`src/rtl/debounce_pulse_gen_if.sv`:
```
// Button-side signal bundle for debounce_pulse_gen: raw button in, clean pulse and level out.
`timescale 1ns/1ps
interface debounce_pulse_gen_if;
  logic BTN;
  logic PULSE;
  logic LEVEL;

  modport master (output BTN, input PULSE, input LEVEL);
  modport slave  (input BTN, output PULSE, output LEVEL);
endinterface

```
`src/rtl/debounce_pulse_gen.sv`:
```
// Synchronises a bouncing push-button, confirms press/release by a stable-level count,
// and emits one registered PULSE per confirmed press plus a debounced LEVEL.
`timescale 1ns/1ps
module debounce_pulse_gen #(
  parameter int STABLE_CYCLES = 16,
  parameter int CNT_W         = 5
) (
  input  logic                 C,
  input  logic                 CLR,
  debounce_pulse_gen_if.slave  bus
);

  typedef enum logic [1:0] {
    IDLE,
    PRESS_WAIT,
    HELD,
    RELEASE_WAIT
  } state_e;

  localparam logic [CNT_W-1:0] CNT_LAST = CNT_W'(STABLE_CYCLES - 1);

  logic             s1_q;
  logic             s_q;
  state_e           state_q, state_d;
  logic [CNT_W-1:0] cnt_q, cnt_d;
  logic             pulse_q, pulse_d;
  logic             level_q, level_d;

  // Two-flop synchroniser; only s_q is ever seen by the FSM.
  always_ff @(posedge C or posedge CLR) begin
    if (CLR) begin
      s1_q <= 1'b0;
      s_q  <= 1'b0;
    end else begin
      // NOTE: non-blocking assignments make s_q take the old s1_q, giving two real flop stages.
      s1_q <= bus.BTN;
      s_q  <= s1_q;
    end
  end

  // State register: FSM state, stability counter and registered outputs.
  always_ff @(posedge C or posedge CLR) begin
    if (CLR) begin
      // NOTE: every flop here is control state, so all of it is reset; nothing is left to power-up value.
      state_q <= IDLE;
      cnt_q   <= '0;
      pulse_q <= 1'b0;
      level_q <= 1'b0;
    end else begin
      state_q <= state_d;
      cnt_q   <= cnt_d;
      pulse_q <= pulse_d;
      level_q <= level_d;
    end
  end

  // Next-state logic. cnt restarts on every WAIT entry and stops at CNT_LAST.
  always_comb begin
    // NOTE: defaults first so every path assigns every output and no latch is inferred.
    state_d = state_q;
    cnt_d   = cnt_q;
    unique case (state_q)
      IDLE: begin
        if (s_q) begin
          state_d = PRESS_WAIT;
          cnt_d   = '0;
        end
      end
      PRESS_WAIT: begin
        if (!s_q) begin
          state_d = IDLE;
        end else if (cnt_q == CNT_LAST) begin
          state_d = HELD;
        end else begin
          cnt_d = cnt_q + CNT_W'(1);
        end
      end
      HELD: begin
        if (!s_q) begin
          state_d = RELEASE_WAIT;
          cnt_d   = '0;
        end
      end
      RELEASE_WAIT: begin
        if (s_q) begin
          state_d = HELD;
        end else if (cnt_q == CNT_LAST) begin
          state_d = IDLE;
        end else begin
          cnt_d = cnt_q + CNT_W'(1);
        end
      end
      default: begin
        state_d = IDLE;
        cnt_d   = '0;
      end
    endcase
  end

  // Output logic, registered so PULSE and LEVEL change on the same edge as the state.
  always_comb begin
    pulse_d = (state_q == PRESS_WAIT) && (state_d == HELD);
    level_d = (state_d == HELD) || (state_d == RELEASE_WAIT);
  end

  assign bus.PULSE = pulse_q;
  assign bus.LEVEL = level_q;

endmodule
```
`src/flat_wrapper.sv`:
```
// flat-port wrapper written by rule: the top's interface ports become plain ports
module debounce_pulse_gen_flat 
#(
  parameter int STABLE_CYCLES = 16,
  parameter int CNT_W         = 5
)
  (C, CLR, bus_BTN, bus_PULSE, bus_LEVEL);
  debounce_pulse_gen_if bus_i ();
  input  logic C;
  input  logic CLR;
  input wire logic [$bits(bus_i.BTN)-1:0] bus_BTN;
  output wire logic [$bits(bus_i.PULSE)-1:0] bus_PULSE;
  output wire logic [$bits(bus_i.LEVEL)-1:0] bus_LEVEL;
  assign bus_i.BTN = bus_BTN;
  assign bus_PULSE = bus_i.PULSE;
  assign bus_LEVEL = bus_i.LEVEL;
  debounce_pulse_gen #(.STABLE_CYCLES(STABLE_CYCLES), .CNT_W(CNT_W)) u_core (.C(C), .CLR(CLR), .bus(bus_i));
endmodule
```
`config.mk`:
```
export PLATFORM = sky130hd
export DESIGN_NAME = debounce_pulse_gen_flat
export DESIGN_NICKNAME = d
export VERILOG_FILES = /design/src/rtl/debounce_pulse_gen_if.sv /design/src/rtl/debounce_pulse_gen.sv /design/src/flat_wrapper.sv
export SDC_FILE = /design/constraint.sdc
export NUM_CORES = 1
export LEC_CHECK = 0
export BUFFER_PORTS_ARGS = -buffer_cell sky130_fd_sc_hd__buf_4
export CORE_MARGIN = 2
export CORE_UTILIZATION = 30
export DETAILED_ROUTE_END_ITERATION = 8
export PLACE_DENSITY = 0.56
export SETUP_SLACK_MARGIN = 0.15
export SLEW_MARGIN = 20
export SYNTH_ARGS = -nofsm -noshare
export SYNTH_HDL_FRONTEND = slang
export SYNTH_SLANG_ARGS = --single-unit
export TNS_END_PERCENT = 100
```
`constraint.sdc`:
```
create_clock -name C -period 1.6 [get_ports C]
set_input_delay 0.16 -clock C [delete_from_list [all_inputs] [get_ports C]]
set_output_delay 0.16 -clock C [all_outputs]
set_load 0.03 [all_outputs]
```
==> results.toml <==
[worst_setup_path]
path_class = "register to register"
start_kind = "register"
critPathRequiredTime_ns = 1.80
startpoint = "u_core.cnt_q[1]"
crit_end = "u_core.cnt_q[4]"
worstPathMaxFanout = 2
worstReg2RegStart = "u_core.cnt_q[1]"
r2r_end = "u_core.cnt_q[4]"
r2r.worst_path.cells = 5
setup.worst_path.end_class = "register"
r2r_setup_slack_ns = 0.04
cp.arrival_ns = 1.76

[global_route]
grt_pass1_wl_mm = 1.63
grt_pass1_vias = 364
antenna_found_initial = 0
grt_start_max_net_pins = 12
grt_overflow_total = 0
groute.usage.overall = 0.119

[timing]
finalCritPeriodShare = 0.975
setup-violations-final = 0
fmax_mhz = 641
hold_viol = 0
fin_ws_ns = 0.0404
slew_viol_final = 0
tightestPinTransition_ns = 0.445
rsz0062_at_grt = "true"
fin_skew_ns = 0.00232
slew_headroom = 0.702
fin_crit_ns = 1.56

[cells_and_area]
multiInputGateArea_um2 = 238
nFillCells = 149
final_cells = 68
drive_gt1_frac = 0.404
seqCellArea_um2 = 275
layout.nets = 58
syn_to_final_growth_pct = 34.7
n_antenna_cell = 0
stdcell_area_um2 = 651

[flow_run]
drv_cap = 0

[yosys]
synth_top_area_frac = 0.570
synthesis.nets = 45
synth.distinct_cells = 19
yosys_warnings = 0
synth.yosys.seq_area_share = 0.570
ys_ff_latch = 11
synth_cells = 40
synth_area_per_cell_um2 = 12.1
syn_area_um2 = 483
yosys.area.top_type = "dfrtp_1"
yosys-top-cells-area = "dfrtp_1, mux2_2, ha_1, mux2i_1, inv_1"

[route]
postRouteAntennaNets = 0
drt-initial-drc-count = 2
drc = 0
drt_first_pass_iters = 4
wl_um = 819
via_per_inst = 4.76
vias = 324
wl_per_cell_um = 12.0

[power_and_ir_drop]
clkPwrFrac = 0.323
seq_power_share = 0.535
cell_internal_pwr_mw = 0.437
power_density_mw_per_mm2 = 892
ir_drop_uv = 447
sw_frac_of_total = 0.247
comb_power_share = 0.142
p_sw_mw = 0.143
p_leak_nw = 0.294

[clocking]
cts_tree = "done"
clock_sinks = 11
numCtsBuffers = 3
root_buffer = "clkbuf_4"
clkTransAtPathRegs_ns = 0.07
clkLatencyLatePin_ns = 0.26
cts_buffer_depth = 2
htreeDepth = 1

[die]
fp-row-count = 14
initial_core_util = 0.321
core_mm2 = 0.00151
top_level_ports = 5
die_area_mm2 = 0.00195
die_h_um = 44.1
die_x_um = 44.1

[min_path]
hold_class = "register to register"

[place]
routabilityCongestion = 0.663
placed_area_um2 = 556
hpwl_um = 537
dp.cells = 62
place_ws_ns = 0.0172
portBuffers = 4

[outcome]
status = "finished, final reports clean"
[worst min path at each step]
stage	start	cells past startpoint	slack, ns	to
6_report	u_core.s1_q	0	0.35	u_core.s_q
5_1_grt	u_core.s1_q	0	0.37	u_core.s_q
4_1_cts	u_core.s1_q	0	0.35	u_core.s_q
3_5_place_dp	CLR	2	0.19	u_core.state_q[0]
3_3_place_gp	CLR	2	0.18	u_core.s1_q
2_1_floorplan	CLR	1	0.01	u_core.bus.LEVEL
[power by group through the flow]
stage               combinational (mW)  sequential, mW  clock, mW
detailed placement              0.0699           0.314          0
CTS                             0.0810           0.310      0.198
floorplan                       0.0415           0.312          0
global placement                0.0685           0.314          0
finish                          0.0824           0.310      0.188
global route                    0.0934           0.314      0.221
[registers in the layout, indices dropped and copies added (netlist names)]
signal / cells
u_core.s_q: 1
u_core.s1_q: 1
u_core.bus.PULSE: 1
u_core.cnt_q: 5
u_core.bus.LEVEL: 1
u_core.state_q: 2
[cell usage after synthesis]
cell / instances
buf_2: 1
nand3_1: 1
mux2_2: 3
nor2b_1: 1
or4b_1: 1
a21oi_2: 1
ha_1: 2
nand2b_1: 1
o21bai_1: 1
xnor2_1: 1
dfrtp_1: 11
nor3b_1: 2
a21oi_1: 1
nand2_1: 3
and3_1: 1
mux2i_1: 2
inv_1: 4
o21ai_0: 2
o32ai_1: 1
[kinds of logic (layout without fill, tap and decap cells)]
kind of cell / count (synthesis) / count (layout) / share of synthesized area
DFF: 11 / 11 / 0.570
xor gates and xnor gates: 1 / 1 / 0.0181
and+or+nand+nor: 10 / 10 / 0.124
buffers and inverters: 5 / 17 / 0.0414
AOI/OAI and AO/OA: 6 / 6 / 0.0829
muxes: 5 / 5 / 0.111
adders and majority gates: 2 / 2 / 0.0518
[repair_timing]
item | 4_1_cts | 5_1_grt
buffers inserted | 0 | 0
setup endpoints to repair | 7 | 7
hold buffers | 2 | 0
pin swaps | 3 | 2
gates resized for setup | 7 | 2
hold endpoints to repair | 12 | 0
[worst max-delay path, cell delays in order, from the launching register on]
cell     delay, ns
dfrtp_1       0.39
ha_2          0.19
and3_4        0.15
ha_4          0.20
or4b_1        0.49
o21ai_1       0.08
[metrics by stage]
stage | hold WS, ns | setup TNS [ns] | power, mW | util
after global routing | 0.366 | -0.0119 | 0.628 | 0.432
final | 0.350 | 0 | 0.580 | 0.432
after CTS | 0.351 | 0 | 0.589 | 0.427
after floorplan | 0.0124 | 0 | 0.353 | -
after detailed placement | 0.186 | 0 | 0.384 | 0.369
after global placement | 0.183 | 0 | 0.382 | 0.369
[metal layers]
metal,global-route usage,up-vias,wire length (um)
met4,0.0727,0,0
met1,0.147,156,394
li1,-,161,-
met3,0.0367,0,30
met2,0.182,7,394
met5,0,-,0
[layout make-up]
| class | instances | area share |
|---|---|---|
| flip-flops and latches | 11 | 0.423 |
| inverters | 4 | 0.0231 |
| well taps | 16 | 0.0308 |
| multi-input cells | 24 | 0.365 |
| repair buffers | 9 | 0.117 |
| clock buffers | 4 | 0.0404 |
[cells in the final DEF (no fill, tap or decap), types with 2 or more instances in the layout]
cell,n
mux2i_1,2
dlygate4sd3_1,2
buf_4,6
mux2_2,2
clkbuf_4,3
dfrtp_1,11
nand2_1,2
inv_1,4
Power figures use the tool's default switching activity.
